`config.mk`:
```
export PLATFORM = sky130hd
export DESIGN_NAME = booth_mult_seq
export DESIGN_NICKNAME = d
export VERILOG_FILES = /design/src/rtl/booth_pkg.sv /design/src/rtl/booth_addsub.sv /design/src/rtl/booth_mult_seq.sv
export SDC_FILE = /design/constraint.sdc
export NUM_CORES = 1
export LEC_CHECK = 0
export CAP_MARGIN = 0
export CORE_MARGIN = 4
export CORE_UTILIZATION = 45
export DETAILED_ROUTE_END_ITERATION = 16
export PLACE_DENSITY = 0.68
export SETUP_SLACK_MARGIN = 0.15
export SLEW_MARGIN = 15
export SYNTH_ARGS = -nofsm -noshare
export SYNTH_HDL_FRONTEND = slang
export SYNTH_SLANG_ARGS = --single-unit
```
`constraint.sdc`:
```
create_clock -name clk -period 5.9 [get_ports clk]
set_clock_uncertainty 0.1 [all_clocks]
set_input_delay 1.77 -clock clk [delete_from_list [all_inputs] [get_ports clk]]
set_output_delay 1.77 -clock clk [all_outputs]
set_load 0.02 [all_outputs]
```
`src/rtl/booth_pkg.sv`:
```
`default_nettype none
// ============================================================================
// Module   : booth_pkg
// Brief    : State, op-select encodings and width helpers for the sequential
//            radix-2 Booth multiplier.
// Revision : 1.0 - initial release
// ============================================================================
package booth_pkg;

   typedef enum logic [1:0] {
      IDLE  = 2'd0,
      ADD   = 2'd1,
      SHIFT = 2'd2,
      DONE  = 2'd3
   } state_t;

   typedef enum logic [1:0] {
      OP_NOP = 2'd0,
      OP_ADD = 2'd1,
      OP_SUB = 2'd2
   } booth_op_t;

   // One guard bit keeps -M representable for the most negative operand.
   function automatic int ext_width(input int w);
      return w + 1;
   endfunction

   function automatic booth_op_t booth_sel(input logic q0, input logic qm1);
      case ({q0, qm1})
         2'b10:   return OP_SUB;
         2'b01:   return OP_ADD;
         default: return OP_NOP;
      endcase
   endfunction

endpackage
`default_nettype wire

```
`src/rtl/booth_addsub.sv`:
```
`default_nettype none
// ============================================================================
// Module   : booth_addsub
// Brief    : Combinational add/subtract used for the Booth accumulator update.
// Revision : 1.0 - initial release
// ============================================================================
module booth_addsub
   import booth_pkg::*;
#(
   parameter int WIDTH = 10
) (
   input  logic [WIDTH-1:0] a,
   input  logic [WIDTH-1:0] b,
   input  logic             sub,
   output logic [WIDTH-1:0] result
);

   assign result = sub ? (a - b) : (a + b);

endmodule
`default_nettype wire

```
`src/rtl/booth_mult_seq.sv`:
```
`default_nettype none
// ============================================================================
// Module   : booth_mult_seq
// Brief    : Sequential radix-2 Booth multiplier with valid/ready handshakes.
//            Optional macro BOOTH_UNSIGNED_EN adds the tc (signed/unsigned) port.
// Revision : 1.0 - initial release
// ============================================================================
module booth_mult_seq
   import booth_pkg::*;
#(
   parameter int W     = 8,
   parameter int CNT_W = $clog2(W + 2)
) (
   input  logic           clk,
   input  logic           reset,
   input  logic           in_valid,
   output logic           in_ready,
`ifdef BOOTH_UNSIGNED_EN
   input  logic           tc,
`endif
   input  logic [W-1:0]   multiplicand,
   input  logic [W-1:0]   multiplier,
   output logic           out_valid,
   input  logic           out_ready,
   output logic [2*W-1:0] product,
   output logic           busy
);

   localparam int AW = ext_width(W);
   localparam int SW = W + 2;
`ifdef BOOTH_UNSIGNED_EN
   localparam int QW = ext_width(W);
`else
   localparam int QW = W;
`endif

   state_t           state;
   state_t           state_next;
   booth_op_t        op;
   logic [AW-1:0]    a;
   logic [AW-1:0]    m;
   logic [AW-1:0]    a_sh;
   logic [AW-1:0]    m_ext;
   logic [QW-1:0]    q;
   logic [QW-1:0]    q_sh;
   logic [QW-1:0]    q_ext;
   logic             qm1;
   logic             qm1_sh;
   logic [CNT_W-1:0] count;
   logic [CNT_W-1:0] last_cnt;
   logic [2*W-1:0]   prod_next;
   logic [SW-1:0]    addsub_sum;
   logic             unused_sum_msb;
   logic             last_iter;

   assign op = booth_sel(q[0], qm1);

   booth_addsub #(
      .WIDTH (SW)
   ) u_addsub (
      .a      ({a[AW-1], a}),
      .b      ({m[AW-1], m}),
      .sub    (op == OP_SUB),
      .result (addsub_sum)
   );

   assign unused_sum_msb = addsub_sum[SW-1];

   // Arithmetic right shift of {A,Q,Qm1}: A's sign bit is replicated.
   assign {a_sh, q_sh, qm1_sh} = {a[AW-1], a, q};

`ifdef BOOTH_UNSIGNED_EN
   logic uns;

   always_ff @(posedge clk) begin
      if (reset) begin
         uns <= 1'b0;
      end else if (state == IDLE && in_valid) begin
         uns <= ~tc;
      end
   end

   assign m_ext    = {tc & multiplicand[W-1], multiplicand};
   assign q_ext    = {tc & multiplier[W-1], multiplier};
   assign last_cnt = uns ? CNT_W'(W) : CNT_W'(W - 1);
   // Signed mode runs only W steps, so the product sits one bit higher in Q.
   assign prod_next = uns ? {a_sh[W-2:0], q_sh} : {a_sh[W-1:0], q_sh[QW-1:1]};
`else
   assign m_ext     = {multiplicand[W-1], multiplicand};
   assign q_ext     = multiplier;
   assign last_cnt  = CNT_W'(W - 1);
   assign prod_next = {a_sh[W-1:0], q_sh};
`endif

   assign last_iter = (count == last_cnt);

   always_ff @(posedge clk) begin
      if (reset) begin
         state <= IDLE;
      end else begin
         state <= state_next;
      end
   end

   always_comb begin
      state_next = state;
      case (state)
         IDLE:    if (in_valid) state_next = ADD;
         ADD:     state_next = SHIFT;
         SHIFT:   state_next = last_iter ? DONE : ADD;
         DONE:    if (out_ready) state_next = IDLE;
         default: state_next = IDLE;
      endcase
   end

   always_ff @(posedge clk) begin
      if (reset) begin
         a       <= '0;
         m       <= '0;
         q       <= '0;
         qm1     <= 1'b0;
         count   <= '0;
         product <= '0;
      end else begin
         case (state)
            IDLE: begin
               if (in_valid) begin
                  a     <= '0;
                  m     <= m_ext;
                  q     <= q_ext;
                  qm1   <= 1'b0;
                  count <= '0;
               end
            end
            ADD: begin
               if (op != OP_NOP) a <= addsub_sum[AW-1:0];
            end
            SHIFT: begin
               a     <= a_sh;
               q     <= q_sh;
               qm1   <= qm1_sh;
               count <= count + CNT_W'(1);
               if (last_iter) product <= prod_next;
            end
            default: ;
         endcase
      end
   end

   assign in_ready  = (state == IDLE);
   assign out_valid = (state == DONE);
   assign busy      = (state != IDLE);

endmodule
`default_nettype wire

```
==> metrics.yaml, run 1 <==
critical_path:
  cpPeakStageDelay_ns: 0.72
  start_kind: "flop"
  critical_path_class: "flop to output pin"
  crit_path_top_delay_cell: "clkdlybuf4s50_1"
  path_delay_family: "buffers and inverters"
  crit_buf_inv: 2
  cp_data_required_time_ns: 4.03
  crit_arrival_ns: 2.02
  end_kind: "output pin"
  cp_max_fo: 15
  cp_cell_sequence: "inv_1, ha_1, clkdlybuf4s50_1"
power_and_ir_drop:
  irDropWorstVdd_mv: 0.245
  powerDensity_nw_per_um2: 425
  p_total_w: 0.00130
  p_leak_nw: 1.11
final_layout:
  fin_area_um2: 3060
  area_growth_pct: 20.1
  nNetsFinal: 380
  drive_gt1_frac: 0.0377
  n_antenna_cell: 0
drt:
  drc: 0
  first_iter_violations: 151
  via_count: 2307
  wl_per_cell_um: 14.3
  dr.pass1.iters: 4
  detail-route-antenna-nets: 0
  wl_um: 5970
  viasPerCell: 5.53
synth:
  syn_inst: 314
  ys.flop_type: "dfxtp_1"
  ys_async_sr_fraction: 0
  synth_top_area_share: 0.377
  synth_edf_count: 0
  netlist_area_um2: 2550
  ys_warn_count: 0
  ys_types: 45
  yosysMostFrequentCell: "nand2_1"
  synth_seq_area_share: 0.377
  synth-seq-cells: 48
  ys_top_cells_by_area: "dfxtp_1 (38%), nand2_1 (8.1%), ha_1 (7.4%)"
  yosys-top-cells-count: "nand2_1 (55), dfxtp_1 (48), a21oi_1 (34)"
  synth_area_per_cell_um2: 8.12
  synth_nets: 350
  yosysTopAreaCell: "dfxtp_1"
placement:
  dp_hpwl_um: 4410
  dp_slack_ns: 1.95
  postPlaceCellArea_um2: 2960
  gp_congestion: 0.832
  portBuffers: 38
cts:
  cts_buffers: 5
  cts_setup_buffers: 0
  clock-sinks: 48
  cts_tree: "built"
  hold_buffers: 0
  cts_root_buffer: "clkbuf_8"
  clk_latency_ns: 0.31
  cts.clk_slew.worst_paths_ns: 0.09
  htreeDepth: 2
  cts_resized: 0
  cts_buffer_depth: 2
job:
  cap_violations: 0
timing:
  drv_slew: 0
  hold_ws_ns: 0.356
  finalHoldViolations: 0
  period_needed_ns: 3.89
  fmax_mhz: 257
  min_period_over_period: 0.660
  slew_headroom: 0.267
  final.setup.tns_ns: 0
  fin_ws_ns: 2.01
  setup_viol: 0
  rsz0062_at_grt: "false"
  tightest_slew_ns: 1.10
global_route:
  grt_max_degree: 30
  grtUsageTotal: 0.173
  grt_pass1_vias: 2208
  grt_overflow: 0
  antenna_found_initial: 0
  grt_pass1_wl_um: 10100
die:
  core_um2: 5510
  dieArea_um2: 6930
  ios: 39
  dieWidth_um: 83.3
  rows: 27
  start_util: 0.463
  die_h_um: 83.3
hold_path:
  min_path_type: "flop to flop"
run_status:
  status: "finished, final reports clean"
## layer usage
layer / global-route usage / share of wire / wire (um)
met1: 0.219 / 0.48 / 2880
met3: 0.0377 / 0.034 / 204
met5: 0 / 0 / 0
met4: 0.0624 / 0.016 / 95
met2: 0.289 / 0.47 / 2800
## tightest hold or removal path: stages, from the launching register on
cell and delay [ns]:
dfxtp_1 0.31, nand2_1 0.05, a21oi_1 0.05
## per-stage QoR
| step | util | instances |
|---|---|---|
| 2_1_floorplan | - | 314 |
| 3_3_place_gp | 0.538 | 409 |
| 3_5_place_dp | 0.538 | 409 |
| 4_1_cts | 0.556 | 417 |
| 5_1_grt | 0.556 | 417 |
| 6_report | 0.556 | 417 |
## worst paths after layout
path / depth (start not counted) / endpoint / start / slack, ns
setup / recovery: 3 / in_ready / state[0]$_SDFFE_PP0P_ / 2.01
hold / removal: 2 / product[13]$_SDFFE_PP0P_ / product[13]$_SDFFE_PP0P_ / 0.36
setup reg to reg: 12 / a[7]$_SDFFE_PP0P_ / m[0]$_SDFFE_PP0P_ / 2.88
hold reg to reg: 2 / product[13]$_SDFFE_PP0P_ / product[13]$_SDFFE_PP0P_ / 0.36
## sequential cells by signal (all words and copies together), names as in the netlist
register / count
product: 16
a: 9
count: 4
m: 8
q: 8
state: 2
qm1: 1
## area by class of cell
cell class,count,area (um2)
clock buffer,6,82.6
clock inverter,2,13.8
fill,514,2450
inverter,13,48.8
multi-input combinational,237,1480
sequential,48,961
tap,72,90.1
timing repair buffer,39,388
## cells in the final DEF, fill, tap and decap left out, types with 7 or more instances in the layout
master	n
nand2_1	55
dfxtp_1	48
clkdlybuf4s50_1	38
a21oi_1	34
nor2_1	31
nand3_1	15
ha_1	15
inv_1	13
mux2i_1	12
a211oi_1	11
xnor2_1	7
## cell families (layout without fill, tap and decap cells)
logic type               after synthesis  in the layout  synth area share
AO/OA/AOI/OAI                         76             76             0.202
adder cells (fa/ha/maj)               16             16            0.0815
AND/OR/NAND/NOR                      124            124             0.216
buffers and inverters                 29             60            0.0437
flip-flops                            48             48             0.377
XOR/XNOR                               8              8            0.0275
multiplexers                          13             13            0.0515
## report_power, final
| part | internal (W) | switching, W | total, W |
|---|---|---|---|
| clock network | 0.0000960 | 0.000114 | 0.000210 |
| logic | 0.000278 | 0.000380 | 0.000658 |
| registers | 0.000377 | 0.0000556 | 0.000433 |
| total | 0.000751 | 0.000550 | 0.00130 |
Power figures use the tool's default switching activity.
==> run 2: changes to the inputs <==
==> constraint.sdc (replaced) <==
create_clock -name clk -period 3.9 [get_ports clk]
set_clock_uncertainty 0.1 [all_clocks]
set_input_delay 1.17 -clock clk [delete_from_list [all_inputs] [get_ports clk]]
set_output_delay 1.17 -clock clk [all_outputs]
set_load 0.02 [all_outputs]
==> metrics.yaml, run 2 (synthesis results as in run 1) <==
placement:
  dp_hpwl_um: 4470  # +1.4%
  gp_congestion: 0.841  # +1.1%
  portBuffers: 38  # unchanged
  dp_slack_ns: 0.754  # -1.20 ns
  postPlaceCellArea_um2: 3000  # +1.3%
die:
  core_um2: 5510  # unchanged
  dieWidth_um: 83.3  # unchanged
  rows: 27  # unchanged
  ios: 39  # unchanged
  start_util: 0.463  # unchanged
  dieArea_um2: 6930  # unchanged
  die_h_um: 83.3  # unchanged
critical_path:
  crit_buf_inv: 2  # unchanged
  endpoint: "in_ready"
  crit_arrival_ns: 2.04  # +0.02 ns
  critical_path_class: "flop to output pin"
  path_delay_family: "buffers and inverters"
  ff2ff_path_depth: 12  # unchanged
  crit_path_top_delay_cell: "clkdlybuf4s50_1"
  cp_data_required_time_ns: 2.63  # -1.40 ns
  reg2reg_to: "a[7]$_SDFFE_PP0P_"
  cpPeakStageDelay_ns: 0.73  # about the same
  cp_max_fo: 15  # unchanged
  start_kind: "flop"
  rr_startpoint: "m[0]$_SDFFE_PP0P_"
  worst-path-stages: 3  # unchanged
  critPathLaunch: "state[0]$_SDFFE_PP0P_"
  end_kind: "output pin"
  cp_cell_sequence: "inv_1, ha_1, clkdlybuf4s50_1"
  rrSetupSlack_ns: 0.86  # -2.02 ns
cts:
  cts_setup_buffers: 0  # unchanged
  htreeDepth: 2  # unchanged
  cts_tree: "built"
  clk_latency_ns: 0.31  # about the same
  cts.clk_slew.worst_paths_ns: 0.09  # about the same
  cts_resized: 0  # unchanged
  hold_buffers: 0  # unchanged
  cts_buffer_depth: 2  # unchanged
  cts_buffers: 5  # unchanged
  cts_root_buffer: "clkbuf_8"
  clock-sinks: 48  # unchanged
final_layout:
  final_core_util: 0.563  # +0.00682
  top_register: "product"
  nNetsFinal: 385  # +1.3%
  final_common_cell: "nand2_1"
  n_antenna_cell: 0  # unchanged
  fin_area_um2: 3100  # +1.2%
  biggestRegsByFlops: "product (16), a (9)"
  drive_gt1_frac: 0.0514  # +0.0137
  area_growth_pct: 21.6
  mostFrequentLayoutCells: "nand2_1 (55), dfxtp_1 (48), clkdlybuf4s50_1 (38), a21oi_1 (34), nor2_1 (31)"
  largest_reg_flops: 16  # unchanged
timing:
  period_needed_ns: 3.31
  rsz0062_at_grt: "false"
  setup_viol: 0  # unchanged
  final.setup.tns_ns: 0  # unchanged
  finalHoldViolations: 0  # unchanged
  slew_headroom: 0.585  # +0.318
  drv_slew: 0  # unchanged
  hold_ws_ns: 0.360  # +0.00396 ns
  min_period_over_period: 0.849
  fmax_mhz: 302
  fin_ws_ns: 0.588  # -1.42 ns
  tightest_slew_ns: 0.622  # -0.474 ns
drt:
  viasPerCell: 5.55  # +0.40%
  wl_um: 6020  # +0.82%
  drc: 0  # unchanged
  detail-route-antenna-nets: 0  # unchanged
  wl_per_cell_um: 14.3  # -0.37%
  first_iter_violations: 129  # -15%
  dr.pass1.iters: 4  # unchanged
  via_count: 2344  # +1.6%
global_route:
  grt_pass1_vias: 2272  # +2.9%
  grt_overflow: 0  # unchanged
  antenna_found_initial: 0  # unchanged
  grt_max_degree: 25  # -17%
  grtUsageTotal: 0.180  # +0.00715
  grt_pass1_wl_um: 10500  # +3.9%
power_and_ir_drop:
  irDropWorstVdd_mv: 0.446  # +82%
  powerDensity_nw_per_um2: 641  # +51%
  p_leak_nw: 1.13  # +2.2%
job:
  cap_violations: 0  # unchanged
run_status:
  status: "finished, final reports clean"
hold_path:
  hold_depth: 2  # unchanged
  min_path_type: "flop to flop"
  hold_start: "product[2]$_SDFFE_PP0P_"
-- run 2: report_power, final --
group	switching [W]	leakage, nW	internal (W)
clock network	0.000179	0.0516	0.000145
registers	0.0000837	0.391	0.000571
logic	0.000577	0.688	0.000430
-- run 2: layout make-up --
class	count	area (um2)
clock buffers	6	82.6
clock inverters	2	13.8
fillers	505	2410
inverters	13	48.8
multi-input cells	237	1480
flip-flops and latches	48	961
well taps	72	90.1
repair buffers	44	425
-- run 2: metal layers --
| layer | wire (um) | up-vias | global-route usage |
|---|---|---|---|
| li1 | - | 1178 | - |
| met2 | 2810 | 36 | 0.307 |
| met4 | 42 | 0 | 0.0342 |
| met1 | 2930 | 1123 | 0.231 |
| met3 | 241 | 7 | 0.0456 |
| met5 | 0 | - | 0 |
-- run 2: how the worst min path moves through the flow --
stage / end / slack, ns
after floorplan: product[7]$_SDFFE_PP0P_ / 0.34
after global routing: product[2]$_SDFFE_PP0P_ / 0.38
final: product[2]$_SDFFE_PP0P_ / 0.36
after CTS: product[12]$_SDFFE_PP0P_ / 0.36
after detailed placement: product[10]$_SDFFE_PP0P_ / 0.35
after global placement: product[11]$_SDFFE_PP0P_ / 0.35
-- run 2: per-stage QoR --
step	power, W	std cells
after floorplan	0.00142	314
after CTS	0.00199	422
after global routing	0.00214	422
after detailed placement	0.00166	414
after global placement	0.00164	414
final	0.00199	422
-- run 2: worst min-delay path, stage by stage (launching register included) --
cell and delay [ns]:
dfxtp_1 0.32, nand2_1 0.05, a21oi_1 0.05
==> RTL change: new RTL, settings of run 2 <==
`W`: 8 -> 16.
--- a/src/rtl/booth_mult_seq.sv
+++ b/src/rtl/booth_mult_seq.sv
@@ -10,3 +10,3 @@
 #(
-   parameter int W     = 8,
+   parameter int W     = 16,
    parameter int CNT_W = $clog2(W + 2)
Interface: changed (resized multiplicand, multiplier and product); port bits go from 39 to 71. The function was not compared with the original's and may differ.
==> RTL change against run 2 <==
Synthesized cell count up 89%. Die area is 72% higher. Core utilization rose by 0.77 points. Non-clock buffer count up 34. Total power grew 35%. Highest routed layer unchanged. Design area increased by 82%. Area after synthesis rose by 81%. Sequential cell count up 41. Critical path type is now flip-flop to flip-flop. Hold slack got worse by 0.00089 ns. Wire length up 77%. Worst setup slack worse by 0.087 ns. Sequential power increased by 59%.
==> RTL change: results (changes against run 2) <==
| Metric | Value |
|---|---|
| Outcome | `finished clean` |
| Clock Latency Late Sink | `0.36 ns (+0.05 ns)` |
| Largest net degree at the start of global routing | `37 (+48%)` |
| Wl on met1 | `5.128 mm (+75%)` |
| Net Count, Synth | `654 (+87%)` |
| Relative slew slack | `0.5649 (-0.02046)` |
| Placed Instance Area | `5404 sq um (+80%)` |
| Max Clock Freq | `0.2942 GHz (-2.6%)` |
| Hold Path Sink | `product[21]$_SDFFE_PP0P_` |
| First-pass GRT wire length | `17.46 mm (+66%)` |
| TritonCTS Buffers | `9 (+4)` |
| Yosys cell types | `48 (+6.7%)` |
| Met1 usage | `0.2371 (+0.005940)` |
| Met2 WL post-DR | `4.772 mm (+70%)` |
| Avg Cell Area, Syn | `7.771 sq um (-4.3%)` |
| Routed met3 length | `529 microns (+120%)` |
| Layout cells sized above 1 | `0.05360 (+0.002170)` |
| Setup Fix Bufs, Post-CTS | `0 (unchanged)` |
| WS Path Type | `flip-flop to flip-flop` |
| CP delay by family, top | `simple AND/OR/NAND/NOR gates` |
| Max IR drop VDD | `0.2357 mV (-47%)` |
| Hold wc startpoint | `product[21]$_SDFFE_PP0P_` |
| CTS H-Tree Depth | `3 (+1)` |
| Total Routed Length | `10.66 mm (+77%)` |
| Global-route met2 utilization | `0.2965 (-0.01036)` |
| Vias in the first global route | `3809 (+68%)` |
| Biggest regs | `product: 32 flops, a: 17 flops` |
| RR Endpoint | `a[15]$_SDFFE_PP0P_` |
| Synth top area cells | `dfxtp_1, nand2_1, a21oi_1` |
| Max stage delay on crit path | `0.45 ns (-0.28 ns)` |
| Global Route Usage Sum | `0.1821 (+0.001939)` |
| DPL Wire Length | `7.926 mm (+77%)` |
| P_leak | `2.019 nW (+78%)` |
| Final nets | `709 (+84%)` |
| GP Congestion | `0.9184 (+9.2%)` |
| Reg2Reg Setup Slack | `0.50 ns (-0.36 ns)` |
| Routed length per instance | `13.57 microns (-4.9%)` |
| Worst reg2reg path depth | `13 (+1)` |
| Register area share after synthesis | `0.3866 (+0.009616)` |
| Placed cell count | `770 (+86%)` |
| Pre-CTS setup slack | `0.4585 ns (-0.2955 ns)` |
| Worst path slowest cell | `or3b_2` |
==> RTL change: power breakdown <==
part	internal, W	switching [W]	total [W]
combinational	0.000412	0.000551	0.000963
clock	0.000308	0.000363	0.000671
sequential	0.000979	0.0000648	0.00104
==> RTL change: cells by family after synthesis <==
group / Yosys count / synth area share
AO/OA/AOI/OAI: 154 / 0.1971
XOR/XNOR: 25 / 0.04752
adder cells (fa/ha/maj): 25 / 0.06951
buffers and inverters: 51 / 0.04181
flip-flops: 89 / 0.3866
multiplexers: 19 / 0.04154
AND/OR/NAND/NOR: 230 / 0.2159
==> RTL change: final cells by class <==
class	count	area, sq um	area share
inverter	17	63.81	0.01134
clock buffer	9	123.9	0.02202
multi-input combinational	453	2645	0.4702
clock inverter	7	88.84	0.01579
sequential	89	1782	0.3167
tap	133	166.4	0.02958
timing repair buffer	78	755.7	0.1343
